--- src/rtl/led_monitor.sv ---
// led_monitor: per-LED transition counters over a fixed window, snapshotted and read back
// through a single-outstanding request/response port. Define LED_MONITOR_BOTH_EDGES_EN to count falling edges too.
module led_monitor #(
  parameter int unsigned MXLED      = 16,
  parameter int unsigned WINDOW_CNT = 40079000,
  parameter int unsigned CNT_WIDTH  = 16
) (
  input  logic             clock,
  input  logic             reset_n,
  input  logic [MXLED-1:0] led_i,
  input  logic             req_valid_i,
  input  logic [4:0]       req_addr_i,
  output logic             req_ready_o,
  output logic             rsp_valid_o,
  output logic [31:0]      rsp_data_o
);

  localparam int unsigned          TW      = (WINDOW_CNT > 1) ? $clog2(WINDOW_CNT) : 1;
  localparam logic [TW-1:0]        TERM    = TW'(WINDOW_CNT - 1);
  localparam logic [CNT_WIDTH-1:0] CNT_MAX = '1;

  typedef enum logic {S_IDLE, S_RESP} state_t;

  state_t               state_q;
  logic                 ready_q, rsp_valid_q;
  logic [31:0]          rsp_data_q;
  logic [MXLED-1:0]     sync1_q, sync2_q, prev_q, edge_q, edge_d;
  logic [CNT_WIDTH-1:0] live_q [MXLED];
  logic [CNT_WIDTH-1:0] snap_q [MXLED];
  logic [TW-1:0]        timer_q;
  logic [31:0]          window_num_q;
  logic                 terminal;
  logic [MXLED-1:0]     active;
  logic [31:0]          rd_data;

  // Edge pulse is registered so a led_i change reaches its counter three edges later.
  always_comb begin
`ifdef LED_MONITOR_BOTH_EDGES_EN
    edge_d = sync2_q ^ prev_q;
`else
    edge_d = sync2_q & ~prev_q;
`endif
  end

  assign terminal = (timer_q == TERM);

  always_ff @(posedge clock) begin
    if (!reset_n) begin
      sync1_q      <= '0;
      sync2_q      <= '0;
      prev_q       <= '0;
      edge_q       <= '0;
      timer_q      <= '0;
      window_num_q <= '0;
      for (int unsigned n = 0; n < MXLED; n++) begin
        live_q[n] <= '0;
        snap_q[n] <= '0;
      end
    end else begin
      sync1_q <= led_i;
      sync2_q <= sync1_q;
      prev_q  <= sync2_q;
      edge_q  <= edge_d;
      timer_q <= terminal ? '0 : timer_q + 1'b1;
      if (terminal) window_num_q <= window_num_q + 32'd1;
      // An edge landing on the terminal cycle seeds the next window instead of this snapshot.
      for (int unsigned n = 0; n < MXLED; n++) begin
        if (terminal) begin
          snap_q[n] <= live_q[n];
          live_q[n] <= CNT_WIDTH'(edge_q[n]);
        end else if (edge_q[n] && (live_q[n] != CNT_MAX)) begin
          live_q[n] <= live_q[n] + 1'b1;
        end
      end
    end
  end

  always_comb begin
    for (int unsigned n = 0; n < MXLED; n++) begin
      active[n] = (snap_q[n] != '0);
    end
  end

  always_comb begin
    rd_data = '0;
    for (int unsigned n = 0; n < MXLED; n++) begin
      if (req_addr_i == 5'(n)) rd_data[CNT_WIDTH-1:0] = snap_q[n];
    end
    case (req_addr_i)
      5'd16:   rd_data[MXLED-1:0] = sync2_q;
      5'd17:   rd_data[MXLED-1:0] = active;
      5'd18:   rd_data = window_num_q;
      default: ;
    endcase
  end

  always_ff @(posedge clock) begin
    if (!reset_n) begin
      state_q     <= S_IDLE;
      ready_q     <= 1'b0;
      rsp_valid_q <= 1'b0;
      rsp_data_q  <= '0;
    end else begin
      case (state_q)
        S_IDLE: begin
          if (ready_q && req_valid_i) begin
            state_q     <= S_RESP;
            ready_q     <= 1'b0;
            rsp_valid_q <= 1'b1;
            rsp_data_q  <= rd_data;
          end else begin
            ready_q <= 1'b1;
          end
        end
        S_RESP: begin
          state_q     <= S_IDLE;
          ready_q     <= 1'b1;
          rsp_valid_q <= 1'b0;
        end
      endcase
    end
  end

  assign req_ready_o = ready_q;
  assign rsp_valid_o = rsp_valid_q;
  assign rsp_data_o  = rsp_data_q;

endmodule

--- config.mk ---
export PLATFORM = sky130hd
export DESIGN_NAME = led_monitor
export DESIGN_NICKNAME = d
export VERILOG_FILES = /design/src/rtl/led_monitor.sv
export SDC_FILE = /design/constraint.sdc
export NUM_CORES = 1
export LEC_CHECK = 0
export CAP_MARGIN = 20
export CORE_UTILIZATION = 30
export DETAILED_ROUTE_END_ITERATION = 8
export HOLD_SLACK_MARGIN = 0.15
export PLACE_DENSITY = 0.56
export SYNTH_ARGS = -nofsm -noshare
export SYNTH_HDL_FRONTEND = slang
export SYNTH_SLANG_ARGS = --single-unit
--- constraint.sdc ---
create_clock -name clock -period 12.7 [get_ports clock]
set_input_delay 3.81 -clock clock [delete_from_list [all_inputs] [get_ports clock]]
set_output_delay 3.81 -clock clock [all_outputs]
set_load 0.01 [all_outputs]
==> results of run 1 <==
==> cells by family after synthesis <==
family | Yosys count | synth area share, %
XOR/XNOR | 274 | 7.53
flip-flops | 669 | 58.1
adder cells (fa/ha/maj) | 18 | 0.707
AO/OA/AOI/OAI | 301 | 6.70
AND/OR/NAND/NOR | 1453 | 23.5
multiplexers | 27 | 0.876
buffers and inverters | 199 | 2.59
==> per-layer routing <==
metal	vias up	share of wire, %	routed length (um)
met2	787	43	39800
li1	10700	-	-
met4	2	2.7	2460
met3	151	7.2	6700
met5	-	0.014	13
met1	11400	47	43800
==> final cells by class <==
cell class	count	area share, %
multi-input combinational	2073	34.6
clock inverter	25	0.823
sequential	669	51.2
clock buffer	109	5.90
inverter	48	0.518
timing repair buffer	85	2.20
tap	1391	4.81
==> cell usage after synthesis (51+ instances only) <==
| cell | n | area, um2 |
|---|---|---|
| clkbuf_1 | 97 | 364 |
| nand4_1 | 68 | 425 |
| nor3_1 | 51 | 255 |
| nand2_1 | 200 | 751 |
| xnor2_1 | 120 | 1050 |
| xor2_1 | 154 | 1350 |
| edfxtp_1 | 512 | 15400 |
| dfxtp_1 | 157 | 3140 |
| o21ai_0 | 52 | 260 |
| nor2_1 | 422 | 1580 |
| and2_1 | 146 | 913 |
| and3_1 | 206 | 1290 |
| nand3_1 | 151 | 756 |
| nor4_1 | 75 | 469 |
| a21oi_1 | 51 | 255 |
==> layout by cell type, fill, tap and decap left out, drive strengths merged, types with 17 or more instances in the layout <==
cell type	n
mux2i	20
and2	146
o21ai	52
and3	206
a22o	22
a21oi	51
edfxtp	512
clkdlybuf4s50	54
nor4	83
a22oi	17
nand3	152
ha	18
dfxtp	157
nand2b	22
and4	19
o221ai	18
nor2	423
buf	30
nand2	200
nand4	68
clkbuf	110
clkinv	17
o22ai	20
inv	50
xor2	154
xnor2	120
nor2b	34
nor3	53
==> state kept, by name, indices dropped and copies added (netlist names) <==
signal        count
timer_q          26
window_num_q     32
rsp_valid_o       1
sync1_q          16
rsp_data_o       32
state_q           1
edge_q           16
req_ready_o       1
live_q          256
sync2_q          16
snap_q          256
prev_q           16
==> final timing paths <==
path | from | to | slack [ns] | cells past startpoint
worst min-delay path | prev_q[9] | edge_q[9] | 0.38 | 1
worst max register to register | timer_q[0] | snap_q[0][214] | 9.00 | 9
worst min register to register | prev_q[9] | edge_q[9] | 0.38 | 1
worst max-delay path | req_addr_i[1] | rsp_data_o[11] | 6.29 | 9
==> power by group through the flow <==
| stage | Combinational [mW] | Sequential (mW) | Clock [mW] |
|---|---|---|---|
| after CTS | 0.254 | 2.54 | 2.23 |
| final | 0.257 | 2.55 | 2.19 |
| after global routing | 0.279 | 2.55 | 2.31 |
| after global placement | 0.252 | 2.59 | 0 |
| after floorplan | 0.172 | 2.55 | 0 |
| after detailed placement | 0.252 | 2.59 | 0 |
==> through the flow <==
step	area (um2)	power, mW	utilization, %
final	36200	4.99	34.4
after CTS	36200	5.03	34.4
after global placement	33700	2.84	32.0
after floorplan	31900	2.72	-
after detailed placement	33700	2.84	32.0
after global routing	36200	5.14	34.4
==> worst max-delay path: cells and delay by family <==
kind                   cells  cell delay (ns)
buffers and inverters      3             1.46
AO/OA/AOI/OAI              5             1.42
AND/OR/NAND/NOR            1             0.18
==> results.sh, run 1 <==
export IMPL_status="finished clean"
export IMPL_hold_violations=0
export IMPL_final_seq_area_mm2=0.0185
export IMPL_max_stage_delay_ns=0.68
export IMPL_met3_usage_pct=2.78
export IMPL_p_clk_share_pct=43.8
export IMPL_avgSynthCellArea_um2=10.8
export IMPL_path_max_fanout=52
export IMPL_wire_per_inst_um=21.1
export IMPL_antenna_found_initial=1
export IMPL_grt_setup_unrepaired="false"
export IMPL_yosysUniqueCellTypes=77
export IMPL_hp_class="reg -> reg"
export IMPL_fp_row_count=119
export IMPL_cts_resized=0
export IMPL_dp_hpwl_um=65000
export IMPL_synthArstFlopShare_pct=0
export IMPL_gp_congestion=1.00
export IMPL_n_antenna_cell=0
export IMPL_drc_errors=0
export IMPL_synth_seq_cells=669
export IMPL_tns_ns=0
export IMPL_combPwrFrac_pct=5.2
export IMPL_met1_usage_pct=25.4
export IMPL_dr_first_iter_drc_count=2722
export IMPL_switching_share_pct=23.4
export IMPL_grt_max_degree=141
export IMPL_postRouteAntennaNets=0
export IMPL_clock_latency_ns=0.64
export IMPL_cts_tree="built"
export IMPL_gr_usage_all_layers_pct=17.0
export IMPL_cts_path_max_buffers=3
export IMPL_use_met2_pct=24.9
export IMPL_hold_buffers=0
export IMPL_vias=23000
export IMPL_cp_end_kind="flip-flop"
export IMPL_hold_worst_slack_ns=0.379
export IMPL_path_clk_slew_ns=0.07
export IMPL_syn2layout_area_growth_pct=13.6
export IMPL_syn_nets=2983
export IMPL_chipHeight_um=328
export IMPL_crit_arrival_ns=6.95
export IMPL_dpl_cell_count=4264
export IMPL_max_clock_freq_mhz=156
export IMPL_slew_limit_headroom_pct=30.3
export IMPL_p_int_mw=3.82
export IMPL_setup_viol=0
export IMPL_place_port_buffers=57
export IMPL_root_buffer="clkbuf_16"
export IMPL_dieArea_mm2=0.108
export IMPL_fill_cells=10500
export IMPL_criticalPathCategory="in -> reg"
export IMPL_firstDrtPassIters=7
export IMPL_numCtsBuffers=73
export IMPL_core_mm2=0.105
export IMPL_grt_busiest_layer="met1"
export IMPL_wirelength_um=92800
export IMPL_layout_setup_ws_ns=6.29
export IMPL_post_cts_buffers=0
export IMPL_synthCells=2941
export IMPL_p_switching_mw=1.17
export IMPL_cp_start_kind="primary input"
export IMPL_ys_warn_count=0
export IMPL_final_cells=4400
export IMPL_path_common_cell="buf_4"
export IMPL_period_minus_slack_ns=6.41
export IMPL_worstMarginPinSlew_ns=1.04
export IMPL_first_global_vias=21800
export IMPL_ys_seq_area_share_pct=58.1
export IMPL_synth_edf_count=512
export IMPL_post_place_ws_ns=5.69
export IMPL_via_per_inst=5.24
export IMPL_required_ns=13.24
export IMPL_start_util_pct=30.3
export IMPL_max_vdd_ir_drop_v=0.000112
export IMPL_die_w_um=328
export IMPL_synth_area_mm2=0.0319
export IMPL_ys_flop_type="edfxtp_1"
export IMPL_drv_slew=0
export IMPL_finalCritPeriodShare_pct=50.5
export IMPL_final_layout_size_suffix_gt1_share_pct=5.82
export IMPL_p_leak_nw=12.7
export IMPL_skew_ns=0.0211
export IMPL_cap_violations=0
export IMPL_p_seq_share_pct=51.1
export IMPL_cp_cell_sequence="buf_2 > buf_4 > nor2b_1 > buf_4 > a2bb2oi_1 > a211oi_1 > a2111oi_0 > o221ai_1 > a21o_1"
export IMPL_power_density_mw_per_mm2=138
export IMPL_io_pins=58
export IMPL_htree_levels=3
export IMPL_cts_sinks=669
export IMPL_grt_overflow_total=0
export IMPL_multi_input_area_mm2=0.0125
export IMPL_grt_pass1_wl_um=140000
export IMPL_nets=2992
export IMPL_slowest_stage="a2111oi_0"
Note: power is estimated with default switching activity, not from simulation.
==> inputs of run 2 (changes only) <==
clock period = 6 ns   (was 12.7 ns; I/O delays follow)
==> run 2 against run 1 <==
  * Routed wire length increased by 2.1%
  * Register-to-register slack got worse by 6.4 ns
  * Clock power increased by 120%
  * Via count increased by 0.43%
==> results.sh, run 2 (synthesis results as in run 1) <==
export IMPL_status="finished clean"
export IMPL_cp_top_family="compound AO/OA/AOI/OAI gates"
export IMPL_reg2reg_from="timer_q[0]"
export IMPL_path_clk_slew_ns=0.06
export IMPL_reg2reg_slack_ns=2.56
export IMPL_cap_violations=0
export IMPL_p_leak_nw=12.8
export IMPL_chipHeight_um=328
export IMPL_cp_startpoint="req_addr_i[4]"
export IMPL_multi_input_area_mm2=0.0125
export IMPL_cp_endpoint="rsp_data_o[11]"
export IMPL_slew_limit_headroom_pct=27.7
export IMPL_fp_row_count=119
export IMPL_tns_ns=0
export IMPL_fill_cells=10500
export IMPL_path_buf_inv=1
export IMPL_dp_hpwl_um=67700
export IMPL_r2r_end="snap_q[0][199]"
export IMPL_grt_overflow_total=0
export IMPL_postRouteAntennaNets=0
export IMPL_hp_class="reg -> reg"
export IMPL_gp_congestion=0.974
export IMPL_path_max_fanout=23
export IMPL_cts_resized=0
export IMPL_max_vdd_ir_drop_v=0.000173
export IMPL_via_per_inst=5.24
export IMPL_cts_sinks=669
export IMPL_cp_end_kind="flip-flop"
export IMPL_post_dp_cell_area_mm2=0.0338
export IMPL_power_density_mw_per_mm2=295
export IMPL_root_buffer="clkbuf_16"
export IMPL_layout_setup_ws_ns=1.64
export IMPL_io_pins=58
export IMPL_firstDrtPassIters=7
export IMPL_mostFrequentLayoutCells="edfxtp_1 (512), nor2_1 (422), and3_1 (206), nand2_1 (200), dfxtp_1 (157)"
export IMPL_dieArea_mm2=0.108
export IMPL_finalInstanceArea_mm2=0.0364
export IMPL_skew_ns=0.0285
export IMPL_cp_depth=6
export IMPL_worstMarginPinSlew_ns=1.09
export IMPL_max_clock_freq_mhz=229
export IMPL_max_stage_delay_ns=0.95
export IMPL_syn2layout_area_growth_pct=14.3
export IMPL_drv_slew=0
export IMPL_place_port_buffers=57
export IMPL_antenna_found_initial=1
export IMPL_final_seq_area_mm2=0.0185
export IMPL_first_global_vias=22200
export IMPL_grt_max_degree=155
export IMPL_numCtsBuffers=74
export IMPL_vias=23100
export IMPL_cp_start_kind="primary input"
export IMPL_final_layout_size_suffix_gt1_share_pct=6.33
export IMPL_cts_path_max_buffers=3
export IMPL_post_place_ws_ns=1.13
export IMPL_reg_top3="live_q: 256 flops, snap_q: 256 flops"
export IMPL_criticalPathCategory="in -> reg"
export IMPL_required_ns=6.52
export IMPL_nets=3001
export IMPL_wire_per_inst_um=21.5
export IMPL_period_minus_slack_ns=4.36
export IMPL_final_common_cell="edfxtp_1"
export IMPL_slowest_stage="clkdlybuf4s50_1"
export IMPL_hold_buffers=0
export IMPL_drc_errors=0
export IMPL_grt_setup_unrepaired="false"
export IMPL_cts_tree="built"
export IMPL_clock_latency_ns=0.63
export IMPL_core_mm2=0.105
export IMPL_cp_cell_sequence="clkdlybuf4s50_1 > nor2_1 > a211oi_1 > a2111oi_0 > o221ai_1 > a21o_1"
export IMPL_dr_first_iter_drc_count=2484
export IMPL_htree_levels=3
export IMPL_ff2ff_path_depth=8
export IMPL_gr_usage_all_layers_pct=17.3
export IMPL_grt_pass1_wl_um=142000
export IMPL_hold_violations=0
export IMPL_finalCritPeriodShare_pct=72.6
export IMPL_post_cts_buffers=0
export IMPL_crit_arrival_ns=4.87
export IMPL_die_w_um=328
export IMPL_start_util_pct=30.3
export IMPL_hold_worst_slack_ns=0.379
export IMPL_wirelength_um=94700
export IMPL_setup_viol=0
## run 2: final cells by class
| cell class | instances | area share, % |
|---|---|---|
| clock buffers | 110 | 6.29 |
| well taps | 1391 | 4.78 |
| repair buffers | 93 | 2.37 |
| diodes | 3 | 0.0206 |
| inverters | 48 | 0.515 |
| multi-input cells | 2073 | 34.4 |
| clock inverters | 26 | 0.804 |
| flip-flops and latches | 669 | 50.8 |
## run 2: how the worst min path moves through the flow
stage                     slack (ns)  startpoint         end  cells after the start
after global routing            0.39  prev_q[13]  edge_q[13]                      1
after detailed placement        0.37   prev_q[3]   edge_q[3]                      1
after CTS                       0.38   prev_q[3]   edge_q[3]                      1
after global placement          0.37   prev_q[6]   edge_q[6]                      1
after floorplan                 0.37   prev_q[0]   edge_q[0]                      1
final                           0.38   prev_q[6]   edge_q[6]                      1
## run 2: per-stage QoR
step	utilization (%)	power (mW)	cells
6_report	34.6	10.8	4413
5_1_grt	34.6	11.1	4410
4_1_cts	34.6	10.8	4410
3_5_place_dp	32.1	6.03	4274
3_3_place_gp	32.1	6.03	4274
2_1_floorplan	-	5.75	2941
## run 2: metal layers
metal	share of wire, %	up-vias	GRT usage [%]	wire length, um
li1	-	10700	-	-
met1	48	11400	25.2	45100
met2	42	762	25.2	39900
met3	6.8	179	3.48	6440
met4	3.4	2	6.30	3250
met5	0.0084	-	0	8
## run 2: power by group
part           total [mW]  internal, mW  switching, mW  leakage, nW
Sequential           5.39          5.17          0.220         6.54
Combinational       0.554         0.189          0.365         5.00
Clock                4.80          2.91           1.90         1.28
## run 2: worst register-to-register path: cells and delay by family, from the launching register on
family,cells,cell delay [ns]
flops,1,0.44
simple gates,4,0.69
buf+inv,3,1.51
fa+ha+maj,1,0.41
==> variant (config.mk and constraints of run 1) <==
Make the reset (`reset_n`) asynchronous in 2 clocked blocks.
--- a/src/rtl/led_monitor.sv
+++ b/src/rtl/led_monitor.sv
@@ -44,7 +44,7 @@
 
   assign terminal = (timer_q == TERM);
 
-  always_ff @(posedge clock) begin
+  always_ff @(posedge clock or negedge reset_n) begin
     if (!reset_n) begin
       sync1_q      <= '0;
       sync2_q      <= '0;
@@ -94,7 +94,7 @@
     endcase
   end
 
-  always_ff @(posedge clock) begin
+  always_ff @(posedge clock or negedge reset_n) begin
     if (!reset_n) begin
       state_q     <= S_IDLE;
       ready_q     <= 1'b0;
Check against the original RTL: not settled (the Yosys comparison gave no result); the edit may change what the design does.
==> variant against run 1 <==
  * Count of clock-buffer cells in the layout grew 5
  * Clock skew grew 0.0099 ns
  * Combinational power grew 62%
  * Synthesized area shrank 0.35%
  * Setup slack is essentially flat
  * Sequential share of layout area shrank 4.9 points
  * Register-to-register slack lost 0.09 ns
  * Sequential cell count is the same
  * Utilization grew 0.32 points
  * Power grew 2.5%
  * Cell area is essentially flat
  * Wire length grew 1.1%
  * Critical path depth shrank 2
  * Critical path type unchanged
  * Largest cell class unchanged
  * Largest power group unchanged
==> variant: results (changes against run 1) <==
- 0.0412 — met3 capacity usage during global routing, +0.0134
- 93800 µm — total wire length after detailed routing, +1.1%
- 0.0829 — share of the synthesized area in compound gates (AO/OA/AOI/OAI), +0.0160
- 16.6 nW — Static Leakage, +31%
- 33700 µm² — cell area after placement, -0.23%
- 0.176 — Total Routing Usage GR, +0.00568
- 36200 µm² — fin area, about the same
- 8 — logic depth of the worst register-to-register path, -1
- 42700 µm — met1 WL, -2.7%
- 0.345 ns — final hold slack, -0.0335 ns
- 5 — drt pass-1 iters, -2
- sync2_q[9] — sink of the worst hold path
- 0.435 — clock share of power, -0.003
- sync1_q[9] — min-delay src
- dfrtp_1 53%, nand2_1 11%, nor2_1 3.6% — top cells by area, synth
- 8.91 ns — Reg2Reg Setup Slack, -0.09 ns
- 3513 — Mapped Nets, +18%
- 5.16 — post-detailed-route via-to-cell ratio, -1.5%
- 58 — Critical Path Fanout Max, +12%
- 0.0278 — proportion of synthesized area in mux cells, +0.0191
- 0.081 — combinational share of power, +0.029
- 0.266 — met2 Resource Use GR, +0.0173
- nor2b_1 — Critical Path Slowest Stage Cell
- finished, final reports clean — status
- 0.932 — global placement routability congestion, -7.0%
-- variant: layout make-up --
cell class              count  area (µm²)
multi-input cells        2606       14300
clock inverters            22         226
inverters                  23        86.3
fillers                 10785       68100
flip-flops and latches    669       16700
clock buffers             114        2300
repair buffers             83         815
well taps                1380        1730
-- variant: metrics by stage --
step	util	power (W)	setup WS [ns]	cells
floorplan	-	0.00271	6.91	3471
global placement	0.323	0.00292	5.80	4760
detailed placement	0.323	0.00292	5.72	4761
CTS	0.347	0.00519	6.40	4897
global route	0.347	0.00535	6.19	4897
finish	0.347	0.00511	6.29	4897
-- variant: kinds of logic (layout without fill, tap and decap cells) --
| kind of cell | Yosys count | after routing |
|---|---|---|
| AND/OR/NAND/NOR | 1879 | 1879 |
| flip-flops | 669 | 669 |
| AO/OA/AOI/OAI | 402 | 402 |
| XOR/XNOR | 232 | 232 |
| buffers and inverters | 196 | 242 |
| multiplexers | 75 | 75 |
| adder cells (fa/ha/maj) | 18 | 18 |
